[src/rtl/bk_mw_add_ctrl.sv]
// Multi-word add/subtract sequencer. One shared 32-bit Brent-Kung adder is stepped
// over the operand limbs, LSB first, with the carry chained through a register.

module bk_adder_32bit (
  input  logic [31:0] a,
  input  logic [31:0] b,
  input  logic        cin,
  output logic [31:0] sum,
  output logic        cout
);

  logic [31:0] g0;
  logic [31:0] p0;
  logic [31:0] gg;
  logic [31:0] pp;

  assign g0 = a & b;
  assign p0 = a ^ b;

  // Carry-in is folded into bit 0's generate, so gg[i] ends as the carry out of bit i.
  always_comb begin
    gg    = g0;
    pp    = p0;
    gg[0] = g0[0] | (p0[0] & cin);
    for (int l = 0; l < 5; l++) begin
      for (int i = 0; i < 32; i++) begin
        if (((i + 1) % (1 << (l + 1))) == 0) begin
          gg[i] = gg[i] | (pp[i] & gg[i - (1 << l)]);
          pp[i] = pp[i] & pp[i - (1 << l)];
        end
      end
    end
    for (int l = 3; l >= 0; l--) begin
      for (int i = 0; i < 32; i++) begin
        if ((((i + 1) % (1 << (l + 1))) == (1 << l)) && (i >= (1 << (l + 1)))) begin
          gg[i] = gg[i] | (pp[i] & gg[i - (1 << l)]);
        end
      end
    end
  end

  assign sum  = p0 ^ {gg[30:0], cin};
  assign cout = gg[31];

endmodule

module bk_mw_add_ctrl #(
  parameter int WORDS = 4
) (
  input  logic                clk_i,
  input  logic                rst_ni,
  input  logic                req_valid_i,
  output logic                req_ready_o,
  input  logic [32*WORDS-1:0] a_i,
  input  logic [32*WORDS-1:0] b_i,
  input  logic                op_sub_i,
  input  logic                cin_i,
  output logic                rsp_valid_o,
  input  logic                rsp_ready_i,
  output logic [32*WORDS-1:0] sum_o,
  output logic                cout_o,
  output logic                ovf_o,
  output logic                busy_o
);

  localparam int W  = 32 * WORDS;
  localparam int CW = $clog2(WORDS);

  typedef enum logic [1:0] {IDLE, RUN, DONE} state_t;

  state_t        state;
  logic [CW-1:0] cnt;
  logic          carry_q;
  logic [W-1:0]  a_q;
  logic [W-1:0]  b_q;
  logic [W-1:0]  work_q;
  logic [W-1:0]  sum_q;
  logic          cout_q;
  logic          ovf_q;

  logic [CW+4:0] base;
  logic [31:0]   a_limb;
  logic [31:0]   b_limb;
  logic [31:0]   add_sum;
  logic          add_cout;
  logic          last_limb;
  logic          top_carry;

  assign base      = {cnt, 5'd0};
  assign a_limb    = a_q[base +: 32];
  assign b_limb    = b_q[base +: 32];
  assign last_limb = (cnt == CW'(WORDS - 1));
  assign top_carry = a_limb[31] ^ b_limb[31] ^ add_sum[31];

  bk_adder_32bit u_adder (
    .a    (a_limb),
    .b    (b_limb),
    .cin  (carry_q),
    .sum  (add_sum),
    .cout (add_cout)
  );

  // Partial limbs collect in work_q so sum_o only changes when an operation completes.
  always_ff @(posedge clk_i) begin
    if (!rst_ni) begin
      state   <= IDLE;
      cnt     <= '0;
      carry_q <= 1'b0;
      a_q     <= '0;
      b_q     <= '0;
      work_q  <= '0;
      sum_q   <= '0;
      cout_q  <= 1'b0;
      ovf_q   <= 1'b0;
    end else begin
      case (state)
        IDLE: begin
          if (req_valid_i) begin
            a_q     <= a_i;
            b_q     <= op_sub_i ? ~b_i : b_i;
            carry_q <= op_sub_i | cin_i;
            cnt     <= '0;
            state   <= RUN;
          end
        end
        RUN: begin
          work_q[base +: 32] <= add_sum;
          carry_q            <= add_cout;
          if (last_limb) begin
            sum_q  <= {add_sum, work_q[W-33:0]};
            cout_q <= add_cout;
            ovf_q  <= top_carry ^ add_cout;
            state  <= DONE;
          end else begin
            cnt <= cnt + CW'(1);
          end
        end
        DONE: begin
          if (rsp_ready_i) begin
            state <= IDLE;
          end
        end
        default: state <= IDLE;
      endcase
    end
  end

  assign req_ready_o = (state == IDLE);
  assign busy_o      = (state == RUN);
  assign rsp_valid_o = (state == DONE);
  assign sum_o       = sum_q;
  assign cout_o      = cout_q;
  assign ovf_o       = ovf_q;

endmodule
[config.mk]
export PLATFORM = sky130hd
export DESIGN_NAME = bk_mw_add_ctrl
export DESIGN_NICKNAME = d
export VERILOG_FILES = /design/src/rtl/bk_mw_add_ctrl.sv
export SDC_FILE = /design/constraint.sdc
export NUM_CORES = 1
export LEC_CHECK = 0
export ABC_CLOCK_PERIOD_IN_PS = 5700
export CELL_PAD_IN_SITES_DETAIL_PLACEMENT = 0
export CELL_PAD_IN_SITES_GLOBAL_PLACEMENT = 1
export CORE_MARGIN = 2
export CORE_UTILIZATION = 25
export CTS_CLUSTER_SIZE = 14
export DETAILED_ROUTE_END_ITERATION = 7
export HOLD_SLACK_MARGIN = 0.06
export PLACE_DENSITY_LB_ADDON = 0.1
export SLEW_MARGIN = 20
export SYNTH_ARGS = -nofsm -noshare
export SYNTH_HDL_FRONTEND = slang
export SYNTH_SLANG_ARGS = --single-unit
[constraint.sdc]
create_clock -name clk_i -period 5.7 [get_ports clk_i]
set_input_delay 0.855 -clock clk_i [delete_from_list [all_inputs] [get_ports clk_i]]
set_output_delay 0.855 -clock clk_i [all_outputs]
set_load 0.05 [all_outputs]
# == After elaboration in Yosys (flattened, before gate mapping) ==
# Cells that the tools add are included.
# totals
register_bits,519
output_inout_bits,133
wordCells,190
inputBits,262
# classes
n_addsub,2
eq_ne,7
n_reduce_logical,7
n_bitwise,150
shifts,4
n_mux,11
# ops
operator,n
128-bit by 8-bit indexed part select with 32-bit output,2
128-bit bitwise mux,1
128-bit two-way mux,1
128-bit inverter,1
"32-bit by 9-bit variable shift with 128-bit output, first input constant",1
32-bit by 9-bit indexed part select with 128-bit output,1
1-bit AND,84
32-bit XOR,2
1-bit bitwise OR,59
32-bit AND,1
2-bit two-way mux,5
7-bit negator with 9-bit output,1
2-bit case mux with 3 select lines,1
2-bit AND reduction,3
3-bit AND reduction,2
"2-bit equality test, second input constant",2
"2-bit by 1-bit inequality test with 1-bit output, second input constant",2
"2-bit inequality test, second input constant",2
2-bit case mux with 2 select lines,1
1-bit XOR,3
"2-bit by 1-bit adder with 2-bit output, second input constant",1
"2-bit by 1-bit equality test with 1-bit output, second input constant",1
2-bit logical NOT,1
1-bit case mux with 2 select lines,1
other kinds (2),2

# == Depth between registers and ports, before layout ==
# logic_depth
word_depth,23
depth_mapped,17

# == By module ==
# A second synthesis with hierarchy kept.
# unflattened
cells_unflattened,2397
hier_area_um2,22268.9
# modules_own_cells
mod,cells_each,area_each_um2,instances,seq_area_each_um2
bk_mw_add_ctrl,2243,20927.6,1,9749.4
bk_adder_32bit,154,1341.3,1,0.0

# == Least setup slack after synthesis ==
# No wires, ideal clock.
# synth_path
path_kind,reg-to-reg
startpoint,register cnt[1]
endpoint,register ovf_q (netlist: ovf_o)
t_arrival_ns,4.503
n_path_buf,3
path_stages_with_launch,17
setup_slack_ns,1.123
synth_period_minus_slack_ns,4.577
required_time_ns,5.626
cell_sequence,dfxtp_1 > buf_2 > clkbuf_1 > clkbuf_1 > mux4_2 > fa_1 > inv_1 > fa_1 > nand2b_1 > a21oi_1 > o211ai_1 > a211oi_1 > nor3_1 > o31a_1 > fa_1 > or3_1 > a31oi_1
# synth_via
elab_chain_cells,23
elab_cells_between_ends,108
classes_between,1 x eq/ne; 2 x shift; 104 x bitwise; 1 x reduce/logical
# synth_lines
item,line,text
from (decl),72,logic [CW-1:0] cnt;
from (signal assigned),135,cnt <= cnt + CW'(1);
128-bit by 8-bit indexed part select with 32-bit output (on tied branches),"90, 91",
32-bit XOR,18,assign p0 = a ^ b;
1-bit AND,24,gg[0] = g0[0] | (p0[0] & cin);
1-bit bitwise OR,24,
1-bit AND,28,gg[i] = gg[i] | (pp[i] & gg[i - (1 << l)]);
1-bit bitwise OR,28,
1-bit AND,28,
1-bit bitwise OR,28,
[... 7 more ...],-,
1-bit bitwise OR,36,gg[i] = gg[i] | (pp[i] & gg[i - (1 << l)]);
1-bit AND,36,
1-bit bitwise OR,36,
1-bit AND,36,
1-bit bitwise OR,36,
32-bit XOR,42,"assign sum = p0 ^ {gg[30:0], cin};"
1-bit XOR,93,assign top_carry = a_limb[31] ^ b_limb[31] ^ add_sum[31];
1-bit XOR,132,ovf_q <= top_carry ^ add_cout;
to (signal assigned),132,
to (decl),79,logic ovf_q;
# Several ways; a longest one is shown, not always the timed one.
# A chain may end at the register's enable or synchronous reset.

# == Final worst setup path ==
# layout_path
startpoint,register cnt[0]
endpoint,register work_q[95]
# layout_via
elab_chain_cells,23
elab_cells_between_ends,137
classes_between,1 x add/sub; 4 x shift; 1 x mux; 131 x bitwise
# layout_lines
item,line,text
128-bit by 8-bit indexed part select with 32-bit output (on tied branches),"90, 91",
32-bit XOR,18,
1-bit AND,24,
1-bit bitwise OR,24,
1-bit AND,28,
1-bit bitwise OR,28,
1-bit AND,28,
1-bit bitwise OR,28,
[... 7 more ...],-,
1-bit bitwise OR,36,
1-bit AND,36,
1-bit bitwise OR,36,
1-bit AND,36,
1-bit bitwise OR,36,
32-bit XOR,42,
32-bit by 9-bit indexed part select with 128-bit output,127,work_q[base +: 32] <= add_sum;
128-bit bitwise mux (*),127,
"to (signal, indexed assignment)",127,
to (decl),76,logic [W-1:0] work_q;
# Every way passes the cells marked *; elsewhere a longest branch is shown, timed or not.

==> flow_summary.toml <==
[yosys]
yosys.area.top_type = "dfxtp_1"
yosys-top-cells-area = "dfxtp_1 (46%), nand2_1 (11%), mux4_2 (6.9%), xnor2_1 (5.9%), a21oi_1 (4.7%)"
synthArstFlopShare_pct = 0
syn_area_sq_um = 21000
yosysSeqAreaShare_pct = 46.4
synth.distinct_cells = 42
yosysMostFrequentCell = "nand2_1"
synthFlopType = "dfxtp_1"
syn_inst = 2342
yosysWarnings = 0
synth-seq-cells = 487
synth_top_area_share_pct = 46.4
postSynthAreaPerCell_sq_um = 8.97
synth_common_cells = "nand2_1 (619), dfxtp_1 (487), a21oi_1 (199), clkbuf_1 (164), nor2_1 (154)"
synth_edf_count = 0
syn_nets = 2656

[critical_path]
criticalPathCategory = "flop to flop"
start_kind = "flop"
critical_path.endpoint = "work_q[95]"
crit_required_ns = 6.23
path_delay_family = "compound AO/OA/AOI/OAI gates"
r2r-end = "work_q[95]"
cp_num_buf_inv = 1
crit_arrival_ns = 5.52
startpoint = "cnt[0]"
crit_path_end_kind = "flop"
crit_path_top_delay_cell = "dfxtp_4"
crit_path_frequent_cell = "fa_1"
worst_r2r_path_depth = 14
crit_chain = "mux4_2 -> fa_1 -> inv_1 -> fa_1 -> nand2b_1 -> a21oi_1 -> o211ai_1 -> a211oi_1 -> nor3_1 -> o31a_1 -> fa_1 -> xnor2_1 -> a22oi_1 -> nor2_1"
cp.depth = 14
r2r-start = "cnt[0]"
cp_max_fo = 48
reg2reg_slack_ns = 0.72
critical_path.max_stage_delay_ns = 0.93

[detailed_routing]
routedWlPerCell_um = 21.6
drtIter0Drc = 1048
routed_wl_mm = 81.3
ant_nets = 0
dr.pass1.iters = 7
drc = 0
vias = 17400
vias_per_cell = 4.61

[run_status]
status = "completed"

[clock_tree]
cts_tree = "yes"
cts-root-buf = "clkbuf_16"
clk_path_buf_depth = 3
postCtsSetupBuffers = 0
cts_max_level = 2
clk_pin_slew_ns = 0.06
cts_resized = 0
cts_buffers = 56
postCtsHoldBufs = 0
insertion_delay_ns = 0.62
cts.sinks = 487

[layout]
drive_gt1_share_pct = 7.05
nets = 2953
synthToLayoutAreaGrowth_pct = 31.8

[power_and_ir_drop]
p_per_area_nw_per_um2 = 304
ir_drop_v = 0.000202
leakage_nw = 10.4

[sta]
worst_pin_slew_ns = 1.09
drv_slew = 0
period_needed_ns = 4.98
fmaxAchievable_ghz = 0.201
holdWs_ns = 0.452
final-setup-viol-count = 0
rsz0062_at_grt = "false"
fin_crit_sh_pct = 87.4
hold_viol_final = 0
slew_headroom_pct = 27.4
fin_skew_ns = 0.0248
setup_tns_ns = 0

[grt]
grt_pass1_wl_mm = 117
grt_pass1_vias = 17700
grt_overflow = 0
grt_start_max_net_pins = 169
antenna_found_initial = 6
gr-usage-all-layers_pct = 18.4

[placement]
dp_hpwl_mm = 59.6
finalWeightedCongestion = 0.795
io_buffers = 394

[die]
num_io_pins = 395
die_x_um = 294
die_y_um = 294
die_area_sq_um = 86400
initial_core_util_pct = 25.2
core-area_sq_um = 83400
core.rowCount = 106

[run]
maxCapViolations = 0

[min_path]
worstHoldPathCells = 2
hp-class = "flop to flop"
[layout by cell type (no fill, tap or decap), types with 3 or more instances in the layout]
master           count
nand2b_1             6
fa_1                17
clkinv_2             8
dfxtp_1            485
nand3_1              4
a21oi_1            199
buf_4               26
o21ai_0             43
xnor2_1            142
nor3_1               6
and2_1              32
nor2_1             153
nand2_1            617
diode_2              3
and3_1               3
o211ai_1             3
mux4_2              64
inv_1               41
ha_1                35
a31oi_1              3
a211oi_1            53
clkbuf_8            12
clkbuf_16           57
clkbuf_1            18
a21boi_0            80
a22oi_1             51
clkdlybuf4s50_1    392
buf_12               4
o211a_1             91
[layer usage]
metal  global-route usage, %  vias up  share of wire (%)
met4                    5.23        0                2.4
met1                    22.6     8358                 43
met5                       0        -                  0
li1                        -     8501                  -
met2                    33.4      401                 52
met3                    2.38       95                3.6
[where the power goes]
group / switching, W / internal [W]
Combinational: 0.000713 / 0.000525
Clock: 0.00145 / 0.00207
Sequential: 0.000102 / 0.00355
Total: 0.00227 / 0.00615
[logic make-up (layout without fill, tap and decap cells)]
| logic type | after synthesis | after routing | share of synthesized area [%] |
|---|---|---|---|
| multiplexers | 65 | 65 | 6.91 |
| AO/OA/AOI/OAI | 535 | 535 | 17.4 |
| other | 0 | 3 | 0 |
| flip-flops | 487 | 487 | 46.4 |
| adder cells (fa/ha/maj) | 52 | 52 | 3.70 |
| XOR/XNOR | 143 | 143 | 5.96 |
| AND/OR/NAND/NOR | 832 | 832 | 15.5 |
| buffers and inverters | 228 | 566 | 4.13 |
[worst min-delay path by stage]
stage                from         end  slack [ns]
4_1_cts           a_q[83]     a_q[83]        0.45
3_3_place_gp     a_q[124]    a_q[124]        0.44
3_5_place_dp      a_q[83]     a_q[83]        0.45
2_1_floorplan    state[1]    state[0]        0.43
5_1_grt        sum_o[111]  sum_o[111]        0.48
6_report          a_q[83]     a_q[83]        0.45
[worst reg2reg max path, stage by stage, from the launching register on]
cell and delay, ns:
dfxtp_4 0.93, mux4_2 0.41, fa_1 0.17, inv_1 0.05, fa_1 0.46, nand2b_1 0.19, a21oi_1 0.25, o211ai_1 0.24
a211oi_1 0.53, nor3_1 0.13, o31a_1 0.33, fa_1 0.47, xnor2_1 0.46, a22oi_1 0.17, nor2_1 0.12
[area by class of cell]
cell class                      instances  area, sq um
Fill cell                            8663        55700
Clock buffer                           87         1660
Timing Repair Buffer                  424         4220
Tap cell                             1080         1350
Multi-Input combinational cell       1627        10400
Inverter                               43          169
Sequential cell                       487         9760
Antenna cell                            3         7.51
Clock inverter                         12          118
[sequential cells by signal (all words and copies together) (netlist names)]
register,flops
cout_o,1
carry_q,1
state,2
work_q,96
sum_o,128
ovf_o,1
cnt,2
a_q,128
b_q,128
[through the flow]
stage | setup WS, ns | area [sq um] | total power (W) | utilization (%) | cells
detailed placement | 0.729 | 25900 | 0.00499 | 31.1 | 3661
floorplan | 1.12 | 21000 | 0.00434 | - | 2342
CTS | 0.682 | 27700 | 0.00856 | 33.2 | 3760
finish | 0.716 | 27700 | 0.00842 | 33.2 | 3763
global route | 0.219 | 27700 | 0.00877 | 33.2 | 3763
global placement | 0.801 | 25900 | 0.00498 | 31.1 | 3661
Note: power is estimated with default switching activity, not from simulation.
